--- config.mk ---
export PLATFORM = sky130hd
export DESIGN_NAME = aoi_bist_seq
export DESIGN_NICKNAME = d
export VERILOG_FILES = /design/src/rtl/aoi_bist_seq.sv
export SDC_FILE = /design/constraint.sdc
export NUM_CORES = 1
export LEC_CHECK = 0
export BUFFER_PORTS_ARGS = -buffer_cell sky130_fd_sc_hd__buf_4
export CORE_MARGIN = 1
export CORE_UTILIZATION = 35
export CTS_BUF_LIST = sky130_fd_sc_hd__clkbuf_8
export DETAILED_ROUTE_END_ITERATION = 6
export GPL_TIMING_DRIVEN = 1
export SLEW_MARGIN = 5
export SYNTH_ARGS = -nofsm -noshare
export SYNTH_HDL_FRONTEND = slang
export SYNTH_SLANG_ARGS = --single-unit
--- constraint.sdc ---
create_clock -name clk -period 1.89 [get_ports clk]
set_input_delay 0.378 -clock clk [delete_from_list [all_inputs] [get_ports clk]]
set_output_delay 0.378 -clock clk [all_outputs]
set_load 0.02 [all_outputs]
--- src/rtl/aoi_bist_seq.sv ---
`default_nettype none
// ============================================================================
//  Module      : aoi_bist_seq
//  Description : Built-in self-test sequencer for a 4-input and-or-invert cell
//                y = ~((a&b)|(c&d)). Sweeps the cell inputs through all 16
//                vectors and holds each one for DWELL cycles. On the last
//                cycle of each vector it samples y and compares it with the
//                expected value. It reports a saturating mismatch count, the
//                first failing vector and a pass flag.
//  Ports       : clk      - clock, rising edge
//                rst      - synchronous active-high reset
//                start    - run request, sampled only while idle
//                y        - AOI cell output under test
//                a,b,c,d  - AOI cell inputs (vec[3:0])
//                vec      - index of the vector currently applied
//                busy     - high while a run is in progress
//                done     - one-cycle pulse at the end of a run
//                pass     - last completed run had zero mismatches
//                err_cnt  - mismatches in the current or last run (saturating)
//                fail_vec - vector index of the first mismatch
//  Revision    : 1.0 - initial release
// ============================================================================
module aoi_bist_seq #(
    parameter int DWELL = 10,   // cycles per vector, 1..255
    parameter int ERR_W = 5     // mismatch counter width
) (
    input  logic             clk,
    input  logic             rst,
    input  logic             start,
    input  logic             y,
    output logic             a,
    output logic             b,
    output logic             c,
    output logic             d,
    output logic [3:0]       vec,
    output logic             busy,
    output logic             done,
    output logic             pass,
    output logic [ERR_W-1:0] err_cnt,
    output logic [3:0]       fail_vec
);

    // A one-bit dwell counter is kept even for DWELL=1. It then stays at 0,
    // so every cycle is a sample cycle.
    localparam int                c_DCNT_W    = (DWELL > 1) ? $clog2(DWELL) : 1;
    localparam logic [c_DCNT_W-1:0] c_DCNT_LAST = c_DCNT_W'(DWELL - 1);
    localparam logic [ERR_W-1:0]    c_ERR_MAX   = '1;
    localparam logic [3:0]          c_VEC_LAST  = 4'd15;

    typedef enum logic [1:0] {
        S_IDLE = 2'd0,
        S_RUN  = 2'd1,
        S_DONE = 2'd2
    } state_t;

    state_t              r_state;
    logic [3:0]          r_vec;
    logic [c_DCNT_W-1:0] r_dcnt;
    logic                r_busy;
    logic                r_done;
    logic                r_pass;
    logic [ERR_W-1:0]    r_err_cnt;
    logic [3:0]          r_fail_vec;

    logic             w_exp;
    logic             w_mismatch;
    logic [ERR_W-1:0] w_err_next;

    // Expected cell response for the vector currently on the inputs.
    assign w_exp      = ~((r_vec[3] & r_vec[2]) | (r_vec[1] & r_vec[0]));
    assign w_mismatch = (y != w_exp);

    // Count value after this sample. pass is computed from this value so that
    // a mismatch on the final vector still clears pass.
    always_comb begin
        w_err_next = r_err_cnt;
        if (w_mismatch && (r_err_cnt != c_ERR_MAX)) begin
            w_err_next = r_err_cnt + ERR_W'(1);
        end
    end

    always_ff @(posedge clk) begin
        if (rst) begin
            r_state    <= S_IDLE;
            r_vec      <= 4'd0;
            r_dcnt     <= '0;
            r_busy     <= 1'b0;
            r_done     <= 1'b0;
            r_pass     <= 1'b0;
            r_err_cnt  <= '0;
            r_fail_vec <= 4'd0;
        end else begin
            case (r_state)
                S_IDLE: begin
                    if (start) begin
                        r_state    <= S_RUN;
                        r_vec      <= 4'd0;
                        r_dcnt     <= '0;
                        r_err_cnt  <= '0;
                        r_fail_vec <= 4'd0;
                        r_pass     <= 1'b0;
                        r_busy     <= 1'b1;
                    end
                end

                S_RUN: begin
                    if (r_dcnt == c_DCNT_LAST) begin
                        r_err_cnt <= w_err_next;
                        if (w_mismatch && (r_err_cnt == '0)) begin
                            r_fail_vec <= r_vec;
                        end
                        if (r_vec == c_VEC_LAST) begin
                            // Vector 15 stays applied through DONE.
                            r_state <= S_DONE;
                            r_busy  <= 1'b0;
                            r_done  <= 1'b1;
                            r_pass  <= (w_err_next == '0);
                        end else begin
                            r_vec  <= r_vec + 4'd1;
                            r_dcnt <= '0;
                        end
                    end else begin
                        r_dcnt <= r_dcnt + c_DCNT_W'(1);
                    end
                end

                S_DONE: begin
                    r_done  <= 1'b0;
                    r_state <= S_IDLE;
                end

                default: begin
                    r_state <= S_IDLE;
                    r_busy  <= 1'b0;
                    r_done  <= 1'b0;
                end
            endcase
        end
    end

    assign a        = r_vec[3];
    assign b        = r_vec[2];
    assign c        = r_vec[1];
    assign d        = r_vec[0];
    assign vec      = r_vec;
    assign busy     = r_busy;
    assign done     = r_done;
    assign pass     = r_pass;
    assign err_cnt  = r_err_cnt;
    assign fail_vec = r_fail_vec;

endmodule
`default_nettype wire
==> flow_metrics.py, run 1 <==
metrics = {
    "routing": {
        "detailed_route_iter0_violations": 38,
        "dr.pass1.iters": 4,
        "via_count": 1138,
        "routed_via_density": 5.37,
        "antenna_violating_nets_post_route": 0,
        "totalWireLength_microns": 2980,
        "detail_route.wl_per_cell_microns": 14.0,
        "remaining_drcs": 0,
    },
    "final_layout": {
        "fillCellCount": 324,
        "fin_area_sq_um": 1580,
        "layout_common_cells": "35 x sky130_fd_sc_hd__buf_4, 19 x sky130_fd_sc_hd__dfxtp_1, 18 x sky130_fd_sc_hd__nor2_1, 10 x sky130_fd_sc_hd__nor3_1, 7 x sky130_fd_sc_hd__a21oi_1",
        "fin_nets": 179,
        "num_antenna_cells": 0,
        "syn2layout_area_growth_pct": 31.4,
        "post_layout_nonfiller_instances": 212,
        "final_layout_size_suffix_gt1_share_pct": 35.1,
        "commonest_non_fill_non_tap_cell_in_the_layout": "sky130_fd_sc_hd__buf_4",
    },
    "min_path": {
        "worstHoldStart": "rst",
        "holdCritPathClass": "input pin to flop",
    },
    "synth": {
        "synth-seq-area-share_pct": 36.6,
        "netlist_instances": 136,
        "edff_count_synth": 0,
        "synth.lib_cells_used.distinct": 42,
        "synth.yosys.warnings": 0,
        "postSynth.topFlopCell": "sky130_fd_sc_hd__dfxtp_1",
        "synth_nets": 146,
        "mappedNetlistArea_sq_um": 1200,
        "async_flop_share_pct": 0,
        "synth_seq_cells": 22,
        "synth_area_per_cell_sq_um": 8.86,
    },
    "floorplan": {
        "pin_count": 24,
        "die_area_sq_um": 3680,
        "area_of_the_core_region_sq_um": 3150,
        "rows": 20,
        "die_y_microns": 60.7,
        "effective_utilization_at_floorplan_pct": 38.2,
        "die_x_microns": 60.7,
    },
    "power": {
        "power-per-cell-area_nw_per_um2": 574,
        "share_comb_of_total_power_pct": 10.2,
        "p_clk_share_pct": 37.3,
        "power.switching_fraction_pct": 24.0,
        "power.net_switching_w": 0.000218,
        "design_power_total_w": 0.000908,
        "ir_worst_vdd_v": 0.000191,
        "p_leak_nw": 0.646,
        "intPower_w": 0.000691,
        "seqPwrFrac_pct": 52.5,
    },
    "setup_path": {
        "rr_worst_depth": 8,
        "arr_time_crit_path_ns": 1.96,
        "setup.worst_path.end": "err_cnt[2]",
        "end_kind": "flop",
        "setup.reg_to_reg.worst_slack_ns": 0.10,
        "timing.rr.start": "err_cnt[0]",
        "setup.worst_path.start_class": "flop",
        "crit-reg2reg-capture": "err_cnt[2]",
        "required_ns": 2.06,
        "critPathMaxFanout": 5,
        "timing.critical_path.from": "err_cnt[0]",
        "timing_worst_setup_path_type": "flop to flop",
    },
    "placed_design": {
        "number_of_input_and_output_port_buffers_inserted": 23,
        "dp.cells": 208,
        "placed_standard_cell_area_sq_um": 1500,
        "gpl.final_weighted_congestion": 0.896,
        "dp_hpwl_microns": 2320,
    },
    "grt": {
        "grt_antenna_before_repair": 0,
        "track_usage_pct": 17.0,
        "global_route.overflow_total": 0,
        "grt_pass1_wl_microns": 4680,
        "vias_in_the_first_global_route": 1046,
        "largest_net_degree_at_the_start_of_global_routing": 20,
    },
    "timing": {
        "final_worst_path_period_need_ns": 1.79,
        "worst_tran_pin_value_ns": 0.445,
        "timing.hold.ws_ns": 0.444,
        "post-route-period-util_pct": 94.6,
        "final-setup-viol-count": 0,
        "max-slew-margin-rel_pct": 70.1,
        "final.setup_skew_ns": 0.00411,
        "timing.final.hold_violations": 0,
        "slew_viol_final": 0,
        "clock.fmax_ghz": 0.559,
    },
    "status": {
        "run_status": "complete, no violations",
    },
    "job": {
        "cap_violations": 0,
    },
    "clocking": {
        "clkLatencyLatePin_ns": 0.26,
        "cts.reportedPaths.clkPinSlew_ns": 0.08,
        "numClockSinks": 22,
        "max-clock-path-buffers": 2,
        "ctsHoldBuffers": 0,
        "clk_root_buffer_cell": "sky130_fd_sc_hd__clkbuf_8",
        "cts_htree_levels": 1,
        "postCtsSetupBuffers": 0,
        "cts_tree": "done",
        "cts-buffers-inserted": 3,
    },
}
[cell type report]
cell class	count	area, sq um	area share (%)
flip-flops and latches	22	449	28.4
repair buffers	35	263	16.6
multi-input cells	102	742	46.9
clock buffers	4	55.1	3.48
inverters	5	18.8	1.19
well taps	44	55.1	3.48
[cells by family after synthesis]
kind of cell,after synthesis,share of synthesized area (%)
AOI/OAI and AO/OA,31,18.4
xor gates and xnor gates,6,4.36
adders and majority gates,6,6.23
buffers and inverters,12,5.30
DFF,22,36.6
muxes,4,3.43
and+or+nand+nor,55,25.8
[how the worst min path moves through the flow]
stage | to | slack [ns] | cells past startpoint
global placement | fail_vec[3] | 0.46 | 1
CTS | r_state[0] | 0.44 | 2
global route | r_dcnt[1] | 0.46 | 2
detailed placement | fail_vec[0] | 0.47 | 1
finish | err_cnt[3] | 0.44 | 2
floorplan | r_dcnt[1] | 0.51 | 2
[power groups by stage]
stage                     clock network, W  registers [W]  logic (W)
after global routing              0.000364       0.000478   0.000102
after floorplan                          0       0.000488  0.0000604
after CTS                         0.000344       0.000477  0.0000894
after global placement                   0       0.000487  0.0000869
final                             0.000339       0.000477  0.0000927
after detailed placement                 0       0.000488  0.0000889
[through the flow]
stage,setup slack (ns),TNS [ns],util (%)
after global placement,0.0490,0,47.5
after CTS,0.0187,0,49.8
after global routing,-0.0165,-0.0259,50.2
after floorplan,0.0127,0,-
after detailed placement,-0.0280,-0.0405,47.5
final,0.101,0,50.2
[routing by layer]
layer	global-route usage (%)	vias to the layer above	wire (microns)
li1	-	553	-
met1	22.4	549	1350
met2	29.4	34	1500
met3	1.92	2	117
met4	4.87	0	10
met5	0	-	0
[critical path, cell delays in order (launching register included)]
cell	delay [ns]
sky130_fd_sc_hd__dfxtp_4	0.35
sky130_fd_sc_hd__ha_2	0.17
sky130_fd_sc_hd__and3_4	0.19
sky130_fd_sc_hd__ha_4	0.15
sky130_fd_sc_hd__and3b_1	0.18
sky130_fd_sc_hd__mux2i_2	0.22
sky130_fd_sc_hd__buf_4	0.16
sky130_fd_sc_hd__nand2_1	0.06
sky130_fd_sc_hd__a311oi_1	0.22
[cell usage after synthesis (2+ instances only)]
library cell,instances,area share [%]
sky130_fd_sc_hd__dfxtp_1,22,37
sky130_fd_sc_hd__nor2_1,18,5.6
sky130_fd_sc_hd__nor3_1,10,4.2
sky130_fd_sc_hd__a21oi_1,8,3.3
sky130_fd_sc_hd__ha_1,6,6.2
sky130_fd_sc_hd__buf_4,5,3.1
sky130_fd_sc_hd__inv_1,5,1.6
sky130_fd_sc_hd__nand2_1,5,1.6
sky130_fd_sc_hd__o21ai_0,5,2.1
sky130_fd_sc_hd__nand3_1,4,1.7
sky130_fd_sc_hd__xnor2_1,4,2.9
sky130_fd_sc_hd__a22o_1,3,2.2
sky130_fd_sc_hd__mux2i_1,3,2.5
sky130_fd_sc_hd__a21oi_2,2,1.5
sky130_fd_sc_hd__a22oi_1,2,1.2
sky130_fd_sc_hd__a31oi_1,2,1.0
sky130_fd_sc_hd__and3b_1,2,1.5
sky130_fd_sc_hd__clkbuf_1,2,0.62
sky130_fd_sc_hd__nand4_1,2,1.0
sky130_fd_sc_hd__nor2b_1,2,1.0
sky130_fd_sc_hd__nor4_1,2,1.0
sky130_fd_sc_hd__xor2_1,2,1.5
[registers in the layout, summed over array words and instances, names as in the netlist]
signal / count
err_cnt: 5
fail_vec: 4
r_dcnt: 4
vec: 4
r_state: 2
busy: 1
done: 1
pass: 1
[timing repair]
action,4_1_cts,5_1_grt
endpoints found under the setup margin,4,7
gates resized for setup,3,3
pin swaps,1,5
Note: power is estimated with default switching activity, not from simulation.
==> run 2, diff against run 1 <==
- ABC_AREA: default -> 1
- CORE_UTILIZATION: 35 -> 51
- PLACE_DENSITY: default -> 0.77
==> run 2 against run 1 <==
Against the previous run:
- setup slack better by 0.10 ns
- maximum frequency up 6.1%
- wire length down 16%
- largest cell class unchanged
- critical endpoint is now pass
- utilization up 16 points
- clock power down 3%
==> flow_metrics.py, run 2 <==
metrics = {
    "final_layout": {
        "post_layout_nonfiller_instances": 221,
        "fillCellCount": 197,
        "num_antenna_cells": 0,
        "syn2layout_area_growth_pct": 19.1,
        "multi_input_area_sq_um": 687,
        "commonest_non_fill_non_tap_cell_in_the_layout": "sky130_fd_sc_hd__nand2_1",
        "fin_nets": 204,
        "seqCellArea_sq_um": 443,
        "largest_register_ffs": 5,
        "layout_common_cells": "33 x sky130_fd_sc_hd__nand2_1, 24 x sky130_fd_sc_hd__buf_4, 20 x sky130_fd_sc_hd__dfxtp_1, 17 x sky130_fd_sc_hd__inv_1, 17 x sky130_fd_sc_hd__a21oi_1",
        "final_layout_size_suffix_gt1_share_pct": 27.5,
    },
    "setup_path": {
        "critical-path-slowest-cell": "sky130_fd_sc_hd__dfxtp_2",
        "timing_worst_setup_path_type": "flop to flop",
        "crit_top_cell": "sky130_fd_sc_hd__nand2_1",
        "critical_path.n_buffers_inverters": 1,
        "setup.worst_path.start_class": "flop",
        "required_ns": 2.09,
        "cpLargestDelayFamily": "simple AND/OR/NAND/NOR gates",
        "cp_cell_sequence": "ha_1 -> nand2_1 -> nor2_1 -> ha_1 -> inv_1 -> nand3_2 -> nand2_1 -> nand2_1 -> nor2_1 -> nand2_1 -> a21oi_1",
        "critPathMaxFanout": 6,
        "end_kind": "flop",
        "arr_time_crit_path_ns": 1.88,
        "timing.critical_path.slowest_cell_delay_ns": 0.35,
    },
    "timing": {
        "setup_repair_after_global_routing_missed_its_margin": "false",
        "final_worst_path_period_need_ns": 1.69,
        "max-slew-margin-rel_pct": 82.4,
        "timing.final.hold_violations": 0,
        "post-route-period-util_pct": 89.2,
        "slew_viol_final": 0,
        "worst_tran_pin_value_ns": 0.264,
        "final.setup_skew_ns": 0.00282,
        "fin_tns_setup_ns": 0,
        "final-setup-viol-count": 0,
        "clock.fmax_ghz": 0.593,
    },
    "placed_design": {
        "gpl.final_weighted_congestion": 0.913,
        "dp_hpwl_microns": 1970,
        "number_of_input_and_output_port_buffers_inserted": 23,
        "dp.cells": 217,
    },
    "synth": {
        "synth_nets": 180,
        "postSynth.topFlopCell": "sky130_fd_sc_hd__dfxtp_1",
        "synth_seq_cells": 22,
        "async_flop_share_pct": 0,
        "mappedNetlistArea_sq_um": 1250,
        "netlist_instances": 170,
        "ys_top_cells_by_count": "33 x sky130_fd_sc_hd__nand2_1, 22 x sky130_fd_sc_hd__dfxtp_1, 17 x sky130_fd_sc_hd__a21oi_1, 17 x sky130_fd_sc_hd__inv_1, 15 x sky130_fd_sc_hd__nand3_1",
        "synth.area.top_cells": "sky130_fd_sc_hd__dfxtp_1 35%, sky130_fd_sc_hd__nand2_1 9.9%, sky130_fd_sc_hd__a21oi_1 6.8%",
        "synth_top_area_share_pct": 35.2,
        "library_cell_occupying_the_most_area_in_the_post_synthesis_netlist": "sky130_fd_sc_hd__dfxtp_1",
        "synth-seq-area-share_pct": 35.2,
        "synth_area_per_cell_sq_um": 7.36,
        "edff_count_synth": 0,
        "synth.yosys.warnings": 0,
        "post-synth-top-count-cell": "sky130_fd_sc_hd__nand2_1",
        "synth.lib_cells_used.distinct": 31,
    },
    "power": {
        "seqPwrFrac_pct": 51.4,
        "intPower_w": 0.000702,
        "ir_worst_vdd_v": 0.000541,
        "power.net_switching_w": 0.000233,
        "p_leak_nw": 0.643,
        "power-per-cell-area_nw_per_um2": 627,
        "power.switching_fraction_pct": 25.0,
        "share_comb_of_total_power_pct": 13.4,
        "p_clk_share_pct": 35.2,
    },
    "floorplan": {
        "rows": 17,
        "effective_utilization_at_floorplan_pct": 55.5,
        "pin_count": 24,
        "die_y_microns": 51.5,
        "die_area_sq_um": 2660,
        "area_of_the_core_region_sq_um": 2250,
        "die_x_microns": 51.5,
    },
    "routing": {
        "detailed_route_iter0_violations": 30,
        "totalWireLength_microns": 2500,
        "remaining_drcs": 0,
        "antenna_violating_nets_post_route": 0,
        "dr.pass1.iters": 4,
        "detail_route.wl_per_cell_microns": 11.3,
        "routed_via_density": 5.13,
        "via_count": 1134,
    },
    "clocking": {
        "clkLatencyLatePin_ns": 0.26,
        "cts_htree_levels": 1,
        "clk_root_buffer_cell": "sky130_fd_sc_hd__clkbuf_8",
        "cts-buffers-inserted": 3,
        "numClockSinks": 22,
        "max-clock-path-buffers": 2,
        "cts_tree": "done",
        "cts.reportedPaths.clkPinSlew_ns": 0.08,
    },
    "grt": {
        "grt_antenna_before_repair": 0,
        "track_usage_pct": 21.3,
        "global_route.overflow_total": 0,
        "largest_net_degree_at_the_start_of_global_routing": 17,
        "grt_pass1_wl_microns": 4270,
        "vias_in_the_first_global_route": 1020,
    },
    "status": {
        "run_status": "complete, no violations",
    },
    "min_path": {
        "holdCritPathClass": "input pin to flop",
    },
    "job": {
        "cap_violations": 0,
    },
}
-- run 2: path summary, 6_finish.rpt --
check,startpoint,endpoint,slack (ns),cells past startpoint
setup / recovery,err_cnt[0],pass,0.20,11
hold reg to reg,fail_vec[2],fail_vec[2],0.47,2
setup reg to reg,err_cnt[0],pass,0.20,11
hold / removal,rst,err_cnt[0],0.41,2
-- run 2: logic make-up (layout without fill, tap and decap cells) --
| family | count (synthesis) | after routing | synth area share [%] |
|---|---|---|---|
| AO/OA/AOI/OAI | 27 | 27 | 12.3 |
| adder cells (fa/ha/maj) | 6 | 6 | 6.00 |
| buffers and inverters | 29 | 52 | 9.90 |
| flip-flops | 22 | 22 | 35.2 |
| XOR/XNOR | 4 | 4 | 2.80 |
| AND/OR/NAND/NOR | 82 | 82 | 33.8 |
-- run 2: power by group through the flow --
stage	clock [W]	sequential [W]	combinational (W)
2_1_floorplan	0	0.000497	0.0000841
3_3_place_gp	0	0.000490	0.000123
3_5_place_dp	0	0.000491	0.000125
5_1_grt	0.000365	0.000482	0.000140
4_1_cts	0.000339	0.000480	0.000126
6_report	0.000329	0.000480	0.000125
-- run 2: area by class of cell --
type / instances / area share (%)
well taps: 28 / 2.35
clock buffers: 4 / 3.69
repair buffers: 24 / 12.1
flip-flops and latches: 22 / 29.7
multi-input cells: 119 / 46.1
inverters: 24 / 6.05
-- run 2: through the flow --
step / setup slack [ns] / total power, W / utilization, % / area (sq um) / hold slack, ns
after global placement: 0.266 / 0.000613 / 63.5 / 1430 / 0.458
after global routing: 0.0351 / 0.000986 / 66.1 / 1490 / 0.408
after detailed placement: 0.175 / 0.000616 / 63.5 / 1430 / 0.459
after floorplan: 0.237 / 0.000581 / - / 1250 / 0.447
final: 0.205 / 0.000935 / 66.1 / 1490 / 0.407
after CTS: 0.149 / 0.000945 / 66.0 / 1490 / 0.406
-- run 2: what timing repair did --
item,4_1_cts,5_1_grt
endpoints found under the setup margin,0,2
hold buffers,0,0
buffers inserted,0,0
resized for setup,0,3
-- run 2: routing by layer --
layer / GRT usage, % / wire [microns] / vias to the layer above
met1: 28.2 / 1210 / 509
met3: 4.97 / 80 / 5
met4: 9.01 / 31 / 0
met2: 33.1 / 1180 / 21
met5: 0 / 0 / -
li1: - / - / 599
